[src/rtl/pet_loader_pkg.sv]
// rtl/pet_loader_pkg.sv - shared state type, widths and default download indices for the loader
package pet_loader_pkg;

    localparam int DMA_AW = 16;
    localparam int DMA_DW = 8;
    localparam int PTR_KW = 3;

    localparam logic [7:0] DEF_PRG_INDEX = 8'h41;
    localparam logic [7:0] DEF_ROM_INDEX = 8'h00;

    typedef enum logic [2:0] {
        IDLE,
        HDR,
        DATA,
        ROMD,
        PTR_LO,
        PTR_HI
    } loader_state_t;

endpackage

[src/rtl/loader_wbuf.sv]
// rtl/loader_wbuf.sv - one-entry hold buffer presenting a write to the DMA port until accepted
module loader_wbuf
    import pet_loader_pkg::*;
(
    input  logic              clk_sys,
    input  logic              reset_n,
    input  logic              push,
    input  logic [DMA_AW-1:0] addr,
    input  logic [DMA_DW-1:0] data,
    input  logic              flush,
    input  logic              dma_ready,
    output logic              full,
    output logic [DMA_AW-1:0] dma_addr,
    output logic [DMA_DW-1:0] dma_data,
    output logic              dma_we
);

    logic              full_q;
    logic [DMA_AW-1:0] addr_q;
    logic [DMA_DW-1:0] data_q;

    // Hold one write; a push is only taken while empty, flush abandons the held entry.
    always_ff @(posedge clk_sys or negedge reset_n) begin
        if (!reset_n) begin
            full_q <= 1'b0;
            addr_q <= '0;
            data_q <= '0;
        end else if (flush) begin
            full_q <= 1'b0;
        end else if (full_q) begin
            if (dma_ready) begin
                full_q <= 1'b0;
            end
        end else if (push) begin
            full_q <= 1'b1;
            addr_q <= addr;
            data_q <= data;
        end
    end

    assign full     = full_q;
    assign dma_we   = full_q;
    assign dma_addr = addr_q;
    assign dma_data = data_q;

endmodule

[src/rtl/prg_loader.sv]
// rtl/prg_loader.sv - PRG/ROM download loader from data_io into the pet2001hw DMA port
module prg_loader
    import pet_loader_pkg::*;
#(
    parameter int          IOCTL_AW   = 25,
    parameter logic [7:0]  PRG_INDEX  = DEF_PRG_INDEX,
    parameter logic [7:0]  ROM_INDEX  = DEF_ROM_INDEX,
    parameter logic [15:0] RAM_LIMIT  = 16'h8000,
    parameter logic [15:0] ROM_LO     = 16'h0400,
    parameter logic [15:0] ROM_HI     = 16'h8000,
    parameter logic [15:0] ROM_OFFSET = 16'h8000,
    parameter logic [15:0] PTR_BASE   = 16'h002A,
    parameter int          N_PTRS     = 3
) (
    input  logic                clk_sys,
    input  logic                reset_n,
    input  logic                ioctl_download,
    input  logic [7:0]          ioctl_index,
    input  logic                ioctl_wr,
    input  logic [IOCTL_AW-1:0] ioctl_addr,
    input  logic [7:0]          ioctl_dout,
    output logic                ioctl_wait,
    output logic [15:0]         dma_addr,
    output logic [7:0]          dma_data,
    output logic                dma_we,
    input  logic                dma_ready,
    output logic                busy,
    output logic [15:0]         prg_end,
    output logic                overflow,
    output logic                err_drop
);

    loader_state_t     state_q;
    loader_state_t     state_d;
    loader_state_t     start_state;
    logic              dl_q;
    logic              dl_rise;
    logic              full;
    logic              wr_ok;
    logic              in_win;
    logic              last_ptr;
    logic              push;
    logic              flush;
    logic [DMA_AW-1:0] push_addr;
    logic [DMA_DW-1:0] push_data;
    logic [DMA_AW-1:0] addr_q;
    logic [DMA_AW-1:0] ptr_addr;
    logic [PTR_KW-1:0] ptr_k;

    assign dl_rise     = ioctl_download & ~dl_q;
    assign wr_ok       = ioctl_wr & ~full;
    assign in_win      = (ioctl_addr >= IOCTL_AW'(ROM_LO)) && (ioctl_addr < IOCTL_AW'(ROM_HI));
    assign ptr_addr    = PTR_BASE + DMA_AW'({ptr_k, 1'b0});
    assign last_ptr    = (ptr_k == PTR_KW'(N_PTRS - 1));
    assign start_state = (ioctl_index == PRG_INDEX) ? HDR :
                         (ioctl_index == ROM_INDEX) ? ROMD : IDLE;

    // State register.
    always_ff @(posedge clk_sys or negedge reset_n) begin
        if (!reset_n) begin
            state_q <= IDLE;
        end else begin
            state_q <= state_d;
        end
    end

    // Next state plus the write offered to the hold buffer.
    always_comb begin
        state_d   = state_q;
        push      = 1'b0;
        push_addr = '0;
        push_data = '0;
        flush     = 1'b0;
        case (state_q)
            IDLE: begin
                if (dl_rise) state_d = start_state;
            end
            HDR: begin
                if (!ioctl_download) begin
                    state_d = IDLE;
                end else if (wr_ok && ioctl_addr == IOCTL_AW'(1)) begin
                    state_d = DATA;
                end
            end
            DATA: begin
                if (wr_ok && addr_q < RAM_LIMIT) begin
                    push      = 1'b1;
                    push_addr = addr_q;
                    push_data = ioctl_dout;
                end
                if (!ioctl_download) state_d = PTR_LO;
            end
            ROMD: begin
                if (wr_ok && in_win) begin
                    push      = 1'b1;
                    push_addr = ioctl_addr[15:0] + ROM_OFFSET;
                    push_data = ioctl_dout;
                end
                // Leave only once the last image byte has been accepted.
                if (!ioctl_download && !full && !push) state_d = IDLE;
            end
            PTR_LO: begin
                if (dl_rise) begin
                    flush   = 1'b1;
                    state_d = start_state;
                end else if (!full) begin
                    push      = 1'b1;
                    push_addr = ptr_addr;
                    push_data = addr_q[7:0];
                    state_d   = PTR_HI;
                end
            end
            PTR_HI: begin
                if (dl_rise) begin
                    flush   = 1'b1;
                    state_d = start_state;
                end else if (!full) begin
                    push      = 1'b1;
                    push_addr = ptr_addr + 16'd1;
                    push_data = addr_q[15:8];
                    state_d   = last_ptr ? IDLE : PTR_LO;
                end
            end
            default: state_d = IDLE;
        endcase
    end

    // Load address, pointer index, end pointer and sticky status flags.
    always_ff @(posedge clk_sys or negedge reset_n) begin
        if (!reset_n) begin
            dl_q     <= 1'b0;
            addr_q   <= '0;
            ptr_k    <= '0;
            prg_end  <= '0;
            overflow <= 1'b0;
            err_drop <= 1'b0;
        end else begin
            dl_q <= ioctl_download;
            if (dl_rise) begin
                overflow <= 1'b0;
                err_drop <= 1'b0;
            end else if (ioctl_wr && full) begin
                err_drop <= 1'b1;
            end
            case (state_q)
                HDR: begin
                    if (wr_ok && ioctl_addr == IOCTL_AW'(0)) addr_q[7:0] <= ioctl_dout;
                    if (wr_ok && ioctl_addr == IOCTL_AW'(1)) addr_q[15:8] <= ioctl_dout;
                end
                DATA: begin
                    ptr_k <= '0;
                    if (wr_ok) begin
                        if (addr_q < RAM_LIMIT) addr_q <= addr_q + 16'd1;
                        else                    overflow <= 1'b1;
                    end
                end
                PTR_LO: begin
                    if (!dl_rise && !full && ptr_k == '0) prg_end <= addr_q;
                end
                PTR_HI: begin
                    if (!dl_rise && !full) ptr_k <= ptr_k + 1'b1;
                end
                default: ;
            endcase
        end
    end

    loader_wbuf u_wbuf (
        .clk_sys   (clk_sys),
        .reset_n   (reset_n),
        .push      (push),
        .addr      (push_addr),
        .data      (push_data),
        .flush     (flush),
        .dma_ready (dma_ready),
        .full      (full),
        .dma_addr  (dma_addr),
        .dma_data  (dma_data),
        .dma_we    (dma_we)
    );

    assign ioctl_wait = full;
    assign busy       = (state_q != IDLE) | full;

endmodule

[config.mk]
export PLATFORM = sky130hd
export DESIGN_NAME = prg_loader
export DESIGN_NICKNAME = d
export VERILOG_FILES = /design/src/rtl/pet_loader_pkg.sv /design/src/rtl/loader_wbuf.sv /design/src/rtl/prg_loader.sv
export SDC_FILE = /design/constraint.sdc
export NUM_CORES = 1
export LEC_CHECK = 0
export ABC_AREA = 0
export CAP_MARGIN = 20
export CORE_ASPECT_RATIO = 0.7
export CORE_UTILIZATION = 27
export DETAILED_ROUTE_END_ITERATION = 16
export HOLD_SLACK_MARGIN = 0.06
export PLACE_DENSITY_LB_ADDON = 0.3
export SLEW_MARGIN = 20
export SYNTH_ARGS = -nofsm -noshare
export SYNTH_HDL_FRONTEND = slang
export SYNTH_SLANG_ARGS = --single-unit
[constraint.sdc]
create_clock -name clk_sys -period 5.87 [get_ports clk_sys]
set_input_delay 1.761 -clock clk_sys [delete_from_list [all_inputs] [get_ports clk_sys]]
set_output_delay 1.761 -clock clk_sys [all_outputs]
set_load 0.01 [all_outputs]
==> impl_metrics.ini, run 1 <==
[status]
outcome = finished, final reports clean

[routing]
num_vias = 3352
routed_wl_um = 11600
route.detailed.drc = 0
dr.pass1.iters = 6
drtIter0Drc = 352
avgViaCountPerCell = 5.25
avgRoutedWirePerCell_um = 18.2
ant_nets = 0

[worst_setup_path]
worstReg2RegEnd = u_wbuf.dma_addr[2]$_DFFE_PN0P_
crit_type = in2reg
critPathArrivalTime_ns = 4.18
r2r_cells = 5
worst_setup_path_end_kind = register
cpPeakStageDelay_ns = 0.75
critPathMaxFanout = 16
required_ns = 6.08
rr_startpoint = state_q[1]$_DFFE_PN0P_
rrSetupSlack_ns = 2.90
startpoint_type = input port
worst_path_max_delay_cell = nand4b_1
path_cells = clkdlybuf4s50_1 > nand2b_1 > nand2_1 > nor2_1 > nand4b_1 > mux2_2

[clock_network]
numCtsBuffers = 9
postCtsSetupRepairBufs = 0
post_cts_resized = 0
cts_buffer_depth = 2
clock_latency_ns = 0.33
clk_pin_slew_ns = 0.06
clockRootBuffer = clkbuf_16
htreeDepth = 3
cts_sinks = 66
cts_tree = built
hold_buffers = 0

[synth]
synth_cell_type_count = 64
yosysWarningCount = 0
syn_inst = 369
synthesis.nets = 419
ys_seq_elements = 66
yosysSeqAreaShare = 0.446
synth-main-ff-cell = dfrtp_1
netlist_area_sq_mm = 0.00370
synthArstFlopShare = 1.00
syn_area_per_cell_sq_um = 10.0
synth_enable_flop_cells = 0

[timing]
fin_tns_setup_ns = 0
fin_crit_ns = 3.97
whs_ns = 0.490
finalCritPeriodShare = 0.677
rsz0062_at_grt = no
worst_slew_pin_slew_ns = 0.909
hold_viol_final = 0
finalSetupViolations = 0
maxSlewViolCount = 0
fmax_ghz = 0.252
finalClockSkew_ns = 0.00740
maxSlewHeadroom = 0.391

[run]
cap_violations = 0

[grt]
grt_max_degree = 67
antenna_found_initial = 0
grt_util_all_layers = 0.167
overflow = 0
grt_pass1_vias = 3127
grt_first_pass_wirelength_um = 17800

[floorplanning]
ioPinCount = 91
coreArea_sq_mm = 0.0133
die_y_um = 100
num_rows = 35
die-area_sq_mm = 0.0142
start_util = 0.279
fp.dieW_um = 142

[pwr]
power.total_mw = 1.86
p_switching_uw = 618
p_sw_frac = 0.332
p_int_mw = 1.25
power.density_mw_per_mm2 = 371
p_leak_nw = 2.04
pwr-share-clk = 0.289
pwr-share-comb = 0.282
peakVddDrop_v = 0.000130
power.share.sequential = 0.429

[hold_path]
min_from = u_wbuf.dma_addr[6]$_DFFE_PN0P_
whs_path_depth = 1
hp-class = reg2reg
worstHoldEndpoint = u_wbuf.dma_addr[6]$_DFFE_PN0P_

[layout]
syn2layout_area_growth_pct = 35.8
fillCellCount = 1326
stdcell_area_sq_mm = 0.00503
fin_cells = 638
final_cell_mix = clkdlybuf4s50_1 (89), dfrtp_1 (66), a21oi_1 (29)
drive_gt1_frac = 0.150
antenna_cells = 0
nets = 499
layout_commonest_cell = clkdlybuf4s50_1

[placed_design]
place_congestion = 0.861
placed_area_sq_mm = 0.00473
port_buffers = 90
hpwlAfterDp_um = 8350
place_inst = 623
[synth_stat cells (3+ instances only)]
master / n / share of area
mux2_2: 16 / 0.049
nor2_1: 21 / 0.021
o21ai_2: 8 / 0.019
nand4_1: 5 / 0.0084
a222oi_1: 9 / 0.024
and3_1: 5 / 0.0084
nand2b_1: 6 / 0.010
o21a_1: 3 / 0.0061
o21ai_0: 14 / 0.019
buf_6: 3 / 0.0091
a21oi_1: 29 / 0.039
buf_2: 10 / 0.014
ha_1: 4 / 0.014
o21ai_1: 4 / 0.0054
xnor2_1: 3 / 0.0071
nor3b_1: 3 / 0.0061
nor4_1: 3 / 0.0051
a31oi_2: 4 / 0.014
o22a_1: 3 / 0.0071
a22oi_1: 10 / 0.020
a21oi_2: 4 / 0.0095
inv_1: 12 / 0.012
a21o_1: 3 / 0.0061
a31oi_1: 6 / 0.010
and4_1: 3 / 0.0071
nand2_1: 24 / 0.024
nand3_1: 7 / 0.0095
dfrtp_1: 66 / 0.45
clkbuf_1: 10 / 0.010
a22o_1: 5 / 0.012
o22ai_1: 4 / 0.0068
nor3_1: 20 / 0.027
nand3b_1: 3 / 0.0061
nor2b_1: 4 / 0.0068
[state kept, by name, summed over array words and instances (netlist names)]
name and flops:
overflow 1, ptr_k 3, state_q 3, u_wbuf.dma_addr 16, u_wbuf.dma_data 8, err_drop 1, prg_end 16, addr_q 16
u_wbuf.dma_we 1, dl_q 1
[cells by family after synthesis]
| family | after synthesis | synth area share |
|---|---|---|
| mux | 17 | 0.0527 |
| buf+inv | 37 | 0.0490 |
| flops | 66 | 0.446 |
| simple gates | 121 | 0.193 |
| compound gates | 121 | 0.239 |
| fa+ha+maj | 4 | 0.0135 |
| xor+xnor | 3 | 0.00709 |
[worst max path at each step]
stage	start	to	slack, ns	cells after the start
after floorplan	ioctl_addr[11]	state_q[1]$_DFFE_PN0P_	2.55	5
after global placement	ioctl_download	prg_end[1]$_DFFE_PN0P_	1.63	6
after detailed placement	ioctl_download	prg_end[3]$_DFFE_PN0P_	1.54	6
after CTS	ioctl_download	prg_end[7]$_DFFE_PN0P_	1.88	6
after global routing	ioctl_download	prg_end[1]$_DFFE_PN0P_	1.68	6
final	ioctl_download	prg_end[9]$_DFFE_PN0P_	1.90	6
[routing by layer]
layer,GRT usage,vias up,share of wire
met5,0,-,0
met4,0.0480,0,0.013
met3,0.0420,21,0.081
met2,0.229,161,0.41
met1,0.254,1619,0.50
li1,-,1551,-
[final cells by class]
| type | instances | area [sq um] | share of cell area |
|---|---|---|---|
| flip-flops and latches | 66 | 1650 | 0.328 |
| clock buffers | 10 | 239 | 0.0475 |
| clock inverters | 5 | 55.1 | 0.0109 |
| well taps | 185 | 231 | 0.0460 |
| multi-input cells | 266 | 1880 | 0.374 |
| repair buffers | 94 | 926 | 0.184 |
| inverters | 12 | 45.0 | 0.00896 |
[power by group through the flow]
stage,clock network (mW),registers (mW),logic [mW]
after floorplan,0,0.756,0.237
after global placement,0,0.801,0.517
after detailed placement,0,0.805,0.523
after CTS,0.546,0.797,0.529
after global routing,0.568,0.821,0.572
final,0.538,0.800,0.525
[worst max-delay path: cells and delay by family]
kind | cells | cell delay, ns
and+or+nand+nor | 4 | 1.34
muxes | 1 | 0.56
buffers and inverters | 1 | 0.50
[stage by stage]
step	setup slack [ns]	util
3_3_place_gp	1.63	0.357
4_1_cts	1.88	0.379
2_1_floorplan	2.55	-
5_1_grt	1.68	0.379
3_5_place_dp	1.54	0.357
6_report	1.90	0.379
Power figures use the tool's default switching activity.
==> run 2, diff against run 1 <==
==> constraint.sdc (replaced) <==
create_clock -name clk_sys -period 3.5 [get_ports clk_sys]
set_input_delay 1.05 -clock clk_sys [delete_from_list [all_inputs] [get_ports clk_sys]]
set_output_delay 1.05 -clock clk_sys [all_outputs]
set_load 0.01 [all_outputs]
==> impl_metrics.ini, run 2 (synthesized netlist as in run 1, its figures left out) <==
[grt]
overflow = 0
grt_util_all_layers = 0.173
grt_first_pass_wirelength_um = 18700
antenna_found_initial = 0
grt_pass1_vias = 3223
grt_max_degree = 67

[routing]
route.detailed.drc = 0
dr.pass1.iters = 5
avgViaCountPerCell = 5.18
drtIter0Drc = 285
avgRoutedWirePerCell_um = 18.0
routed_wl_um = 11700
ant_nets = 0
num_vias = 3352

[pwr]
peakVddDrop_v = 0.000222
p_switching_mw = 1.04
power.density_mw_per_mm2 = 617
p_leak_nw = 2.09
power.share.sequential = 0.430
pwr-share-clk = 0.286
pwr-share-comb = 0.284
p_int_mw = 2.11
p_sw_frac = 0.329

[layout]
fillCellCount = 1333
layout_commonest_cell = clkdlybuf4s50_1
antenna_cells = 0
syn2layout_area_growth_pct = 37.7
nets = 509
final_cell_mix = clkdlybuf4s50_1 (89), dfrtp_1 (66), a21oi_1 (29)
drive_gt1_frac = 0.162
finalCoreUtilization = 0.384

[clock_network]
clock_latency_ns = 0.33
clockRootBuffer = clkbuf_16
clk_pin_slew_ns = 0.05
postCtsSetupRepairBufs = 0
cts_buffer_depth = 2
cts_sinks = 66
hold_buffers = 0
htreeDepth = 3
cts_tree = built
numCtsBuffers = 9
post_cts_resized = 0

[floorplanning]
start_util = 0.279
die_y_um = 100
fp.dieW_um = 142
num_rows = 35
coreArea_sq_mm = 0.0133
die-area_sq_mm = 0.0142
ioPinCount = 91

[worst_setup_path]
worst_path_max_delay_cell = dfrtp_1
path_cells = nor2_1 > nand2_1 > clkdlybuf4s50_1
r2r_cells = 5
crit_type = reg2out
critPathArrivalTime_ns = 1.82
critPathMaxFanout = 18
required_ns = 2.45
cpPeakStageDelay_ns = 0.68
startpoint_type = register
worst_setup_path_end_kind = primary output

[hold_path]
hp-class = reg2reg
whs_path_depth = 1

[timing]
fin_tns_setup_ns = 0
fin_crit_ns = 2.87
finalClockSkew_ns = 0.00658
hold_viol_final = 0
maxSlewViolCount = 0
maxSlewHeadroom = 0.437
finalCritPeriodShare = 0.820
fmax_ghz = 0.348
finalSetupViolations = 0
worst_slew_pin_slew_ns = 0.844
rsz0062_at_grt = no

[placed_design]
port_buffers = 90
place_congestion = 0.842
hpwlAfterDp_um = 8660

[status]
outcome = finished, final reports clean

[run]
cap_violations = 0
run 2: power groups by stage:
stage	sequential [mW]	clock [mW]	combinational (mW)
global route	1.39	0.961	0.976
global placement	1.36	0	0.877
floorplan	1.27	0	0.398
detailed placement	1.36	0	0.897
finish	1.35	0.899	0.894
CTS	1.35	0.917	0.902
run 2: metrics by stage:
| step | power (mW) | setup WS (ns) | cells | hold slack (ns) | instance area [sq um] |
|---|---|---|---|---|---|
| 3_3_place_gp | 2.24 | 0.379 | 633 | 0.469 | 4810 |
| 5_1_grt | 3.33 | 0.500 | 647 | 0.530 | 5100 |
| 2_1_floorplan | 1.67 | 0.889 | 369 | 0.493 | 3700 |
| 6_report | 3.15 | 0.630 | 647 | 0.480 | 5100 |
| 3_5_place_dp | 2.26 | 0.324 | 633 | 0.472 | 4810 |
| 4_1_cts | 3.17 | 0.628 | 647 | 0.490 | 5100 |
run 2: metal layers:
| metal | track usage | vias to the layer above | wire, um |
|---|---|---|---|
| li1 | - | 1572 | - |
| met1 | 0.271 | 1638 | 5990 |
| met2 | 0.241 | 129 | 4840 |
| met3 | 0.0367 | 13 | 743 |
| met4 | 0.0356 | 0 | 99 |
| met5 | 0 | - | 0 |
run 2: final cells by class:
type / count / area, sq um / area share
Timing Repair Buffer: 104 / 1000 / 0.196
Sequential cell: 66 / 1650 / 0.324
Clock inverter: 2 / 37.5 / 0.00736
Tap cell: 185 / 231 / 0.0454
Multi-Input combinational cell: 266 / 1880 / 0.368
Inverter: 12 / 45.0 / 0.00883
Clock buffer: 12 / 256 / 0.0503
run 2: path summary, 6_finish.rpt:
kind	from	end	slack (ns)
min	u_wbuf.dma_addr[6]$_DFFE_PN0P_	u_wbuf.dma_addr[6]$_DFFE_PN0P_	0.48
max reg2reg	state_q[0]$_DFFE_PN0P_	u_wbuf.dma_addr[0]$_DFFE_PN0P_	0.81
min reg2reg	u_wbuf.dma_addr[6]$_DFFE_PN0P_	u_wbuf.dma_addr[6]$_DFFE_PN0P_	0.48
max	state_q[0]$_DFFE_PN0P_	busy	0.63
min in group asynchronous	reset_n	u_wbuf.dma_addr[15]$_DFFE_PN0P_	0.91
max in group asynchronous	reset_n	state_q[0]$_DFFE_PN0P_	2.03
run 2: worst max-delay path, delay by kind of cell, from the launching register on:
| family | cells | cell delay (ns) |
|---|---|---|
| buf+inv | 1 | 0.53 |
| flops | 1 | 0.68 |
| simple gates | 2 | 0.28 |
